==> src/rtl/cordic_pkg.sv <==
// Shared constants, state type and saturation helper
// for the iterative CORDIC rotator.
package cordic_pkg;

  localparam int ANGLE_PI      = 128;
  localparam int ANGLE_HALF_PI = ANGLE_PI / 2;
  localparam int ATW           = 8;

  // atan(2^-i) in binary-angle LSBs, 128 = pi
  localparam logic signed [ATW-1:0] ATAN [0:6] = '{
    8'sd32, 8'sd19, 8'sd10, 8'sd5, 8'sd3, 8'sd1, 8'sd1
  };

  typedef enum logic [1:0] {
    IDLE,
    ROTATE,
    DONE
  } state_e;

  function automatic logic signed [31:0] sat(
    input logic signed [31:0] v,
    input int                 w
  );
    logic signed [31:0] hi;
    logic signed [31:0] lo;
    hi = (32'sd1 <<< (w - 1)) - 32'sd1;
    lo = -hi - 32'sd1;
    if (v > hi) return hi;
    if (v < lo) return lo;
    return v;
  endfunction

endpackage

==> src/rtl/cordic_iter_rotator_if.sv <==
// Operand/result handshake bundle for the
// iterative CORDIC rotator.
interface cordic_iter_rotator_if #(
  parameter int WIDTH = 8
);
  logic                    in_valid;
  logic                    in_ready;
  logic signed [WIDTH-1:0] x0;
  logic signed [WIDTH-1:0] y0;
  logic signed [WIDTH-1:0] z0;
  logic                    out_valid;
  logic                    out_ready;
  logic signed [WIDTH-1:0] x_out;
  logic signed [WIDTH-1:0] y_out;
  logic                    range_err;

  modport master (
    output in_valid, x0, y0, z0, out_ready,
    input  in_ready, out_valid, x_out, y_out, range_err
  );

  modport slave (
    input  in_valid, x0, y0, z0, out_ready,
    output in_ready, out_valid, x_out, y_out, range_err
  );
endinterface

==> src/rtl/cordic_micro_rot.sv <==
// One combinational CORDIC micro-rotation,
// reused every cycle by the iterative engine.
module cordic_micro_rot
  import cordic_pkg::*;
#(
  parameter int IW = 10,
  parameter int ZW = 8
) (
  input  logic signed [IW-1:0] i_x,
  input  logic signed [IW-1:0] i_y,
  input  logic signed [ZW-1:0] i_z,
  input  logic [2:0]           i_i,
  output logic signed [IW-1:0] o_x,
  output logic signed [IW-1:0] o_y,
  output logic signed [ZW-1:0] o_z
);

  logic signed [IW-1:0] w_xs;
  logic signed [IW-1:0] w_ys;
  logic signed [ZW-1:0] w_at;

  assign w_xs = i_x >>> i_i;
  assign w_ys = i_y >>> i_i;
  assign w_at = ZW'(ATAN[i_i]);

  always_comb begin
    o_x = i_x;
    o_y = i_y;
    o_z = i_z;
    if (!i_z[ZW-1]) begin
      o_x = i_x - w_ys;
      o_y = i_y + w_xs;
      o_z = i_z - w_at;
    end else begin
      o_x = i_x + w_ys;
      o_y = i_y - w_xs;
      o_z = i_z + w_at;
    end
  end

endmodule

==> src/rtl/cordic_iter_rotator.sv <==
// Iterative rotation-mode CORDIC, one micro-rotation
// per clock, results on a valid/ready handshake.
module cordic_iter_rotator
  import cordic_pkg::*;
#(
  parameter int WIDTH = 8,
  parameter int ITER  = 7,
  parameter int GUARD = 2
) (
  input logic                  clk,
  input logic                  rst,
  cordic_iter_rotator_if.slave b
);

  localparam int IW = WIDTH + GUARD;

  state_e r_state;
  state_e w_state_n;

  logic signed [IW-1:0]    r_x;
  logic signed [IW-1:0]    r_y;
  logic signed [WIDTH-1:0] r_z;
  logic [2:0]              r_i;
  logic signed [WIDTH-1:0] r_x_out;
  logic signed [WIDTH-1:0] r_y_out;
  logic                    r_rerr;
  logic                    r_ovalid;

  logic signed [IW-1:0]    w_x_n;
  logic signed [IW-1:0]    w_y_n;
  logic signed [WIDTH-1:0] w_z_n;
  logic signed [WIDTH-1:0] w_z_cl;
  logic                    w_clamped;
  logic                    w_acc;
  logic                    w_xfer;
  logic                    w_last;

  assign w_acc  = b.in_valid && (r_state == IDLE);
  assign w_xfer = r_ovalid && b.out_ready;
  assign w_last = (r_i == 3'(ITER - 1));

  assign b.in_ready  = (r_state == IDLE);
  assign b.out_valid = r_ovalid;
  assign b.x_out     = r_x_out;
  assign b.y_out     = r_y_out;
  assign b.range_err = r_rerr;

  // Fold out-of-range angles onto the nearest legal quadrant edge
  always_comb begin
    w_z_cl    = b.z0;
    w_clamped = 1'b0;
    if (int'(b.z0) > ANGLE_HALF_PI) begin
      w_z_cl    = WIDTH'(ANGLE_HALF_PI);
      w_clamped = 1'b1;
    end else if (int'(b.z0) < -ANGLE_HALF_PI) begin
      w_z_cl    = WIDTH'(-ANGLE_HALF_PI);
      w_clamped = 1'b1;
    end
  end

  cordic_micro_rot #(
    .IW(IW),
    .ZW(WIDTH)
  ) u_rot (
    .i_x(r_x),
    .i_y(r_y),
    .i_z(r_z),
    .i_i(r_i),
    .o_x(w_x_n),
    .o_y(w_y_n),
    .o_z(w_z_n)
  );

  always_ff @(posedge clk or posedge rst) begin
    if (rst) r_state <= IDLE;
    else     r_state <= w_state_n;
  end

  always_comb begin
    w_state_n = r_state;
    unique case (r_state)
      IDLE:    if (w_acc)  w_state_n = ROTATE;
      ROTATE:  if (w_last) w_state_n = DONE;
      DONE:    if (w_xfer) w_state_n = IDLE;
      default: w_state_n = IDLE;
    endcase
  end

  always_ff @(posedge clk or posedge rst) begin
    if (rst) begin
      r_x      <= '0;
      r_y      <= '0;
      r_z      <= '0;
      r_i      <= '0;
      r_x_out  <= '0;
      r_y_out  <= '0;
      r_rerr   <= 1'b0;
      r_ovalid <= 1'b0;
    end else if (w_acc) begin
      r_x    <= IW'(b.x0);
      r_y    <= IW'(b.y0);
      r_z    <= w_z_cl;
      r_i    <= '0;
      r_rerr <= w_clamped;
    end else if (r_state == ROTATE) begin
      r_x <= w_x_n;
      r_y <= w_y_n;
      r_z <= w_z_n;
      r_i <= r_i + 3'd1;
      if (w_last) begin
        r_x_out  <= WIDTH'(sat(32'(w_x_n), WIDTH));
        r_y_out  <= WIDTH'(sat(32'(w_y_n), WIDTH));
        r_ovalid <= 1'b1;
      end
    end else if (w_xfer) begin
      r_ovalid <= 1'b0;
    end
  end

endmodule
==> src/flat_wrapper.sv <==
// flat-port wrapper written by rule: the top's interface ports become plain ports
module cordic_iter_rotator_flat import cordic_pkg::*;
#(
  parameter int WIDTH = 8,
  parameter int ITER  = 7,
  parameter int GUARD = 2
)
  (clk, rst, b_in_valid, b_x0, b_y0, b_z0, b_out_ready, b_in_ready, b_out_valid, b_x_out, b_y_out, b_range_err);
  cordic_iter_rotator_if #(.WIDTH(WIDTH)) b_i ();
  input logic clk;
  input logic rst;
  input wire logic [$bits(b_i.in_valid)-1:0] b_in_valid;
  input wire logic [$bits(b_i.x0)-1:0] b_x0;
  input wire logic [$bits(b_i.y0)-1:0] b_y0;
  input wire logic [$bits(b_i.z0)-1:0] b_z0;
  input wire logic [$bits(b_i.out_ready)-1:0] b_out_ready;
  output wire logic [$bits(b_i.in_ready)-1:0] b_in_ready;
  output wire logic [$bits(b_i.out_valid)-1:0] b_out_valid;
  output wire logic [$bits(b_i.x_out)-1:0] b_x_out;
  output wire logic [$bits(b_i.y_out)-1:0] b_y_out;
  output wire logic [$bits(b_i.range_err)-1:0] b_range_err;
  assign b_i.in_valid = b_in_valid;
  assign b_i.x0 = b_x0;
  assign b_i.y0 = b_y0;
  assign b_i.z0 = b_z0;
  assign b_i.out_ready = b_out_ready;
  assign b_in_ready = b_i.in_ready;
  assign b_out_valid = b_i.out_valid;
  assign b_x_out = b_i.x_out;
  assign b_y_out = b_i.y_out;
  assign b_range_err = b_i.range_err;
  cordic_iter_rotator #(.WIDTH(WIDTH), .ITER(ITER), .GUARD(GUARD)) u_core (.clk(clk), .rst(rst), .b(b_i));
endmodule
==> config.mk <==
export PLATFORM = sky130hd
export DESIGN_NAME = cordic_iter_rotator_flat
export DESIGN_NICKNAME = d
export VERILOG_FILES = /design/src/rtl/cordic_pkg.sv /design/src/rtl/cordic_iter_rotator_if.sv /design/src/rtl/cordic_micro_rot.sv /design/src/rtl/cordic_iter_rotator.sv /design/src/flat_wrapper.sv
export SDC_FILE = /design/constraint.sdc
export NUM_CORES = 1
export LEC_CHECK = 0
export CAP_MARGIN = 20
export CORE_MARGIN = 2
export CORE_UTILIZATION = 40
export CTS_BUF_LIST = sky130_fd_sc_hd__clkbuf_16
export CTS_CLUSTER_SIZE = 25
export DETAILED_ROUTE_END_ITERATION = 7
export PLACE_DENSITY = 0.67
export SLEW_MARGIN = 15
export SYNTH_ARGS = -nofsm -noshare
export SYNTH_HDL_FRONTEND = slang
export SYNTH_HIERARCHICAL = 1
export SYNTH_SLANG_ARGS = --single-unit
==> constraint.sdc <==
create_clock -name clk -period 4.15 [get_ports clk]
set_input_delay 0.83 -clock clk [delete_from_list [all_inputs] [get_ports clk]]
set_output_delay 0.83 -clock clk [all_outputs]
set_load 0.03 [all_outputs]
==> flow_summary_export.csv, run 1 <==
group,metric,value,unit
cells_and_area,nFillCells,1115,
timing,slew_violations,0,
yosys,netlist_area,4932,µm²
yosys,synth_common_cells,"nand2_1, a21oi_1, dfrtp_1",
setup_path,startpoint_type,"flop",
timing,whs,0.4947,ns
global_route,grt_pass1_wl,25.27,mm
detailed_routing,first_pass_iters,5,
setup_path,worstPathArrival,4.24,ns
clock_network,clkTransAtPathRegs,0.08,ns
setup_path,cpPeakStageDelay,0.50,ns
yosys,syn-num-nets,643,
cells_and_area,antenna-diode-count,0,
clock_network,tritoncts,"built",
placement,post-dp-hpwl,11.76,mm
global_route,antenna_found_initial,0,
global_route,grt_start_max_net_pins,39,
die,ioPinCount,47,
yosys,avgSynthCellArea,8.533,µm²
setup_path,crit_chain,"buf_6 -> mux2_4 -> inv_2 -> mux4_2 -> ha_4 -> nor2_4 -> a21oi_4 -> inv_1 -> ha_1 -> nor2b_4 -> o21a_1 -> o21ai_2 -> a21oi_2 -> o21a_1 -> nor2_1 -> xnor2_1 -> nand2_1 -> a21o_4 -> o21ai_0",
setup_path,worstPathRequired,4.37,ns
setup_path,r2r_slack,0.13,ns
timing,setup_viol,0,
yosys,synth_edf_count,0,
yosys,netlist_instances,578,
worst_hold_path,holdCritPathClass,"flop to flop",
clock_network,cts_buffers,5,
yosys,yosysTopAreaCell,"dfrtp_1",
die,core,12010,µm²
setup_path,crit_type,"flop to flop",
timing,fin_crit,4.019,ns
global_route,gr-usage-all-layers,24.33,%
placement,port_buffers,46,
cells_and_area,nets,717,
clock_network,clock_latency,0.30,ns
yosys,synth-seq-cells,51,
clock_network,cts_buffer_depth,2,
timing,finalHoldViolCount,0,
die,die_x,115.0,µm
clock_network,cts_root_buf,"clkbuf_16",
detailed_routing,ant_nets,0,
setup_path,cpMaxStageDelayCell,"mux4_2",
detailed_routing,drt_iter0_markers,435,
die,rows,40,
detailed_routing,dr_total_vias,4784,
timing,slew_headroom,31.33,%
yosys,synth_ff_type,"dfrtp_1",
yosys,yosysMostFrequentCell,"nand2_1",
outcome,status,"finished, final reports clean",
yosys,yosysUniqueCellTypes,58,
die,die_area,13240,µm²
timing,clock_skew,0.007177,ns
die,die_h,115.0,µm
detailed_routing,vias_per_cell,5.980,
yosys,netlist.area_leader.share,25.88,%
global_route,grt_overflow,0,
setup_path,endpoint_kind,"flop",
setup_path,crit_path_frequent_cell,"o21a_1",
global_route,grt_pass1_vias,4637,
job,drv_cap,0,
yosys,synth_area_leaders,"dfrtp_1, ha_1, a21oi_1, xnor2_1, mux4_2",
detailed_routing,drc_errors,0,
clock_network,cts.sinks,51,
timing,timing.fmax,248.8,MHz
cells_and_area,syn_to_final_growth,24.78,%
setup_path,cp_max_fo,7,
detailed_routing,finalWirelength,15.77,mm
cells_and_area,drive_above_1_share,18.84,%
detailed_routing,wl_per_cell,19.72,µm
yosys,synthArstFlopShare,100.0,%
clock_network,hold_buffers,0,
timing,worst_slew_pin_slew,1.030,ns
placement,globalplace.congestion,0.9773,
timing,period_share,96.84,%
clock_network,htree_levels,2,
yosys,synth.yosys.seq_area_share,25.88,%
die,start_util,41.06,%
yosys,yosys_warnings,6,
## area by class of cell
cell class	count	area, µm²	share of cell area (%)
inverter	25	93.84	1.525
clock inverter	3	22.52	0.3659
sequential	51	1279	20.78
timing repair buffer	103	947.2	15.39
tap	147	183.9	2.988
multi-input combinational	466	3503	56.92
clock buffer	5	125.1	2.033
## flip-flops by register name, summed over array words and instances, names as in the netlist
register            cells
u_core/r_x             10
u_core/r_y             10
u_core/b.x_out          8
u_core/b.y_out          8
u_core/r_z              8
u_core/r_i              3
u_core/r_state          2
u_core/b.out_valid      1
u_core/b.range_err      1
## metal layers
layer | wire length, µm | part of all wire [%] | track usage (%)
met4 | 308 | 2.0 | 6.104
met1 | 7059 | 45 | 34.18
met3 | 884 | 5.6 | 3.321
met2 | 7522 | 48 | 39.76
met5 | 0 | 0 | 0
## per-stage QoR
| stage | cells | TNS, ns | setup slack [ns] | cell area [µm²] | util, % |
|---|---|---|---|---|---|
| after floorplan | 578 | 0 | 0.02522 | 4932 | - |
| after global placement | 784 | -0.9619 | -0.1433 | 5792 | 48.22 |
| after detailed placement | 784 | -1.032 | -0.1573 | 5792 | 48.22 |
| after CTS | 793 | 0 | 0.001456 | 5958 | 49.60 |
| after global routing | 800 | -0.01597 | -0.01597 | 6155 | 51.24 |
| final | 800 | 0 | 0.1310 | 6155 | 51.24 |
## final timing paths
check	endpoint	startpoint	cells after the start
max in group asynchronous	u_core/r_y[5]$_DFFE_PP0P_	rst	3
setup / recovery	u_core/b.y_out[4]$_DFFE_PP0P_	u_core/r_i[2]$_DFFE_PP0P_	19
setup reg to reg	u_core/b.y_out[4]$_DFFE_PP0P_	u_core/r_i[2]$_DFFE_PP0P_	19
min in group asynchronous	u_core/b.range_err$_DFFE_PP0P_	rst	2
hold / removal	u_core/b.range_err$_DFFE_PP0P_	u_core/b.range_err$_DFFE_PP0P_	2
hold reg to reg	u_core/b.range_err$_DFFE_PP0P_	u_core/b.range_err$_DFFE_PP0P_	2
## worst max-delay path, delay by kind of cell (launching register included)
family | cells | cell delay [ns]
buffers and inverters | 3 | 0.25
DFF | 1 | 0.45
AOI/OAI and AO/OA | 7 | 1.27
muxes | 2 | 0.71
and+or+nand+nor | 4 | 0.42
adders and majority gates | 2 | 0.59
xor gates and xnor gates | 1 | 0.23
## cells in the final DEF, fill, tap and decap left out, drive strengths merged, types with 8 or more instances in the layout
cell type,count
clkdlybuf4s50,46
a22o,9
a21oi,53
nor2b,10
nand3,8
buf,56
o21ai,46
dfrtp,51
xor2,12
nand2,56
a22oi,10
o22ai,16
nand2b,9
ha,34
nor3,9
xnor2,29
mux2i,22
a31oi,12
mux2,10
nor2,50
a21o,9
o21bai,12
mux4,11
inv,25
## cells by family after synthesis
| group | Yosys count | synth area share (%) |
|---|---|---|
| xor gates and xnor gates | 41 | 7.280 |
| and+or+nand+nor | 156 | 15.47 |
| DFF | 51 | 25.88 |
| AOI/OAI and AO/OA | 189 | 23.92 |
| adders and majority gates | 37 | 9.843 |
| buffers and inverters | 61 | 5.758 |
| muxes | 43 | 11.85 |
## timing repair
item                       4_1_cts  5_1_grt
buffers inserted                 1        5
resized for setup                6       41
pin swaps                        2       18
gates cloned                     0        2
setup endpoints to repair        9       22
Power of run 1 is left out: the tool's default activity adds up to more than one toggle a clock period on the data nets, which glitch-free logic cannot reach.
==> inputs of run 2 (changes only) <==
CTS_CLUSTER_DIAMETER = 120   (was unset)
==> results of run 2 <==
The final DEF is identical to that of run 1; final timing and power are the same.
Power of run 2 is left out for the same reason.
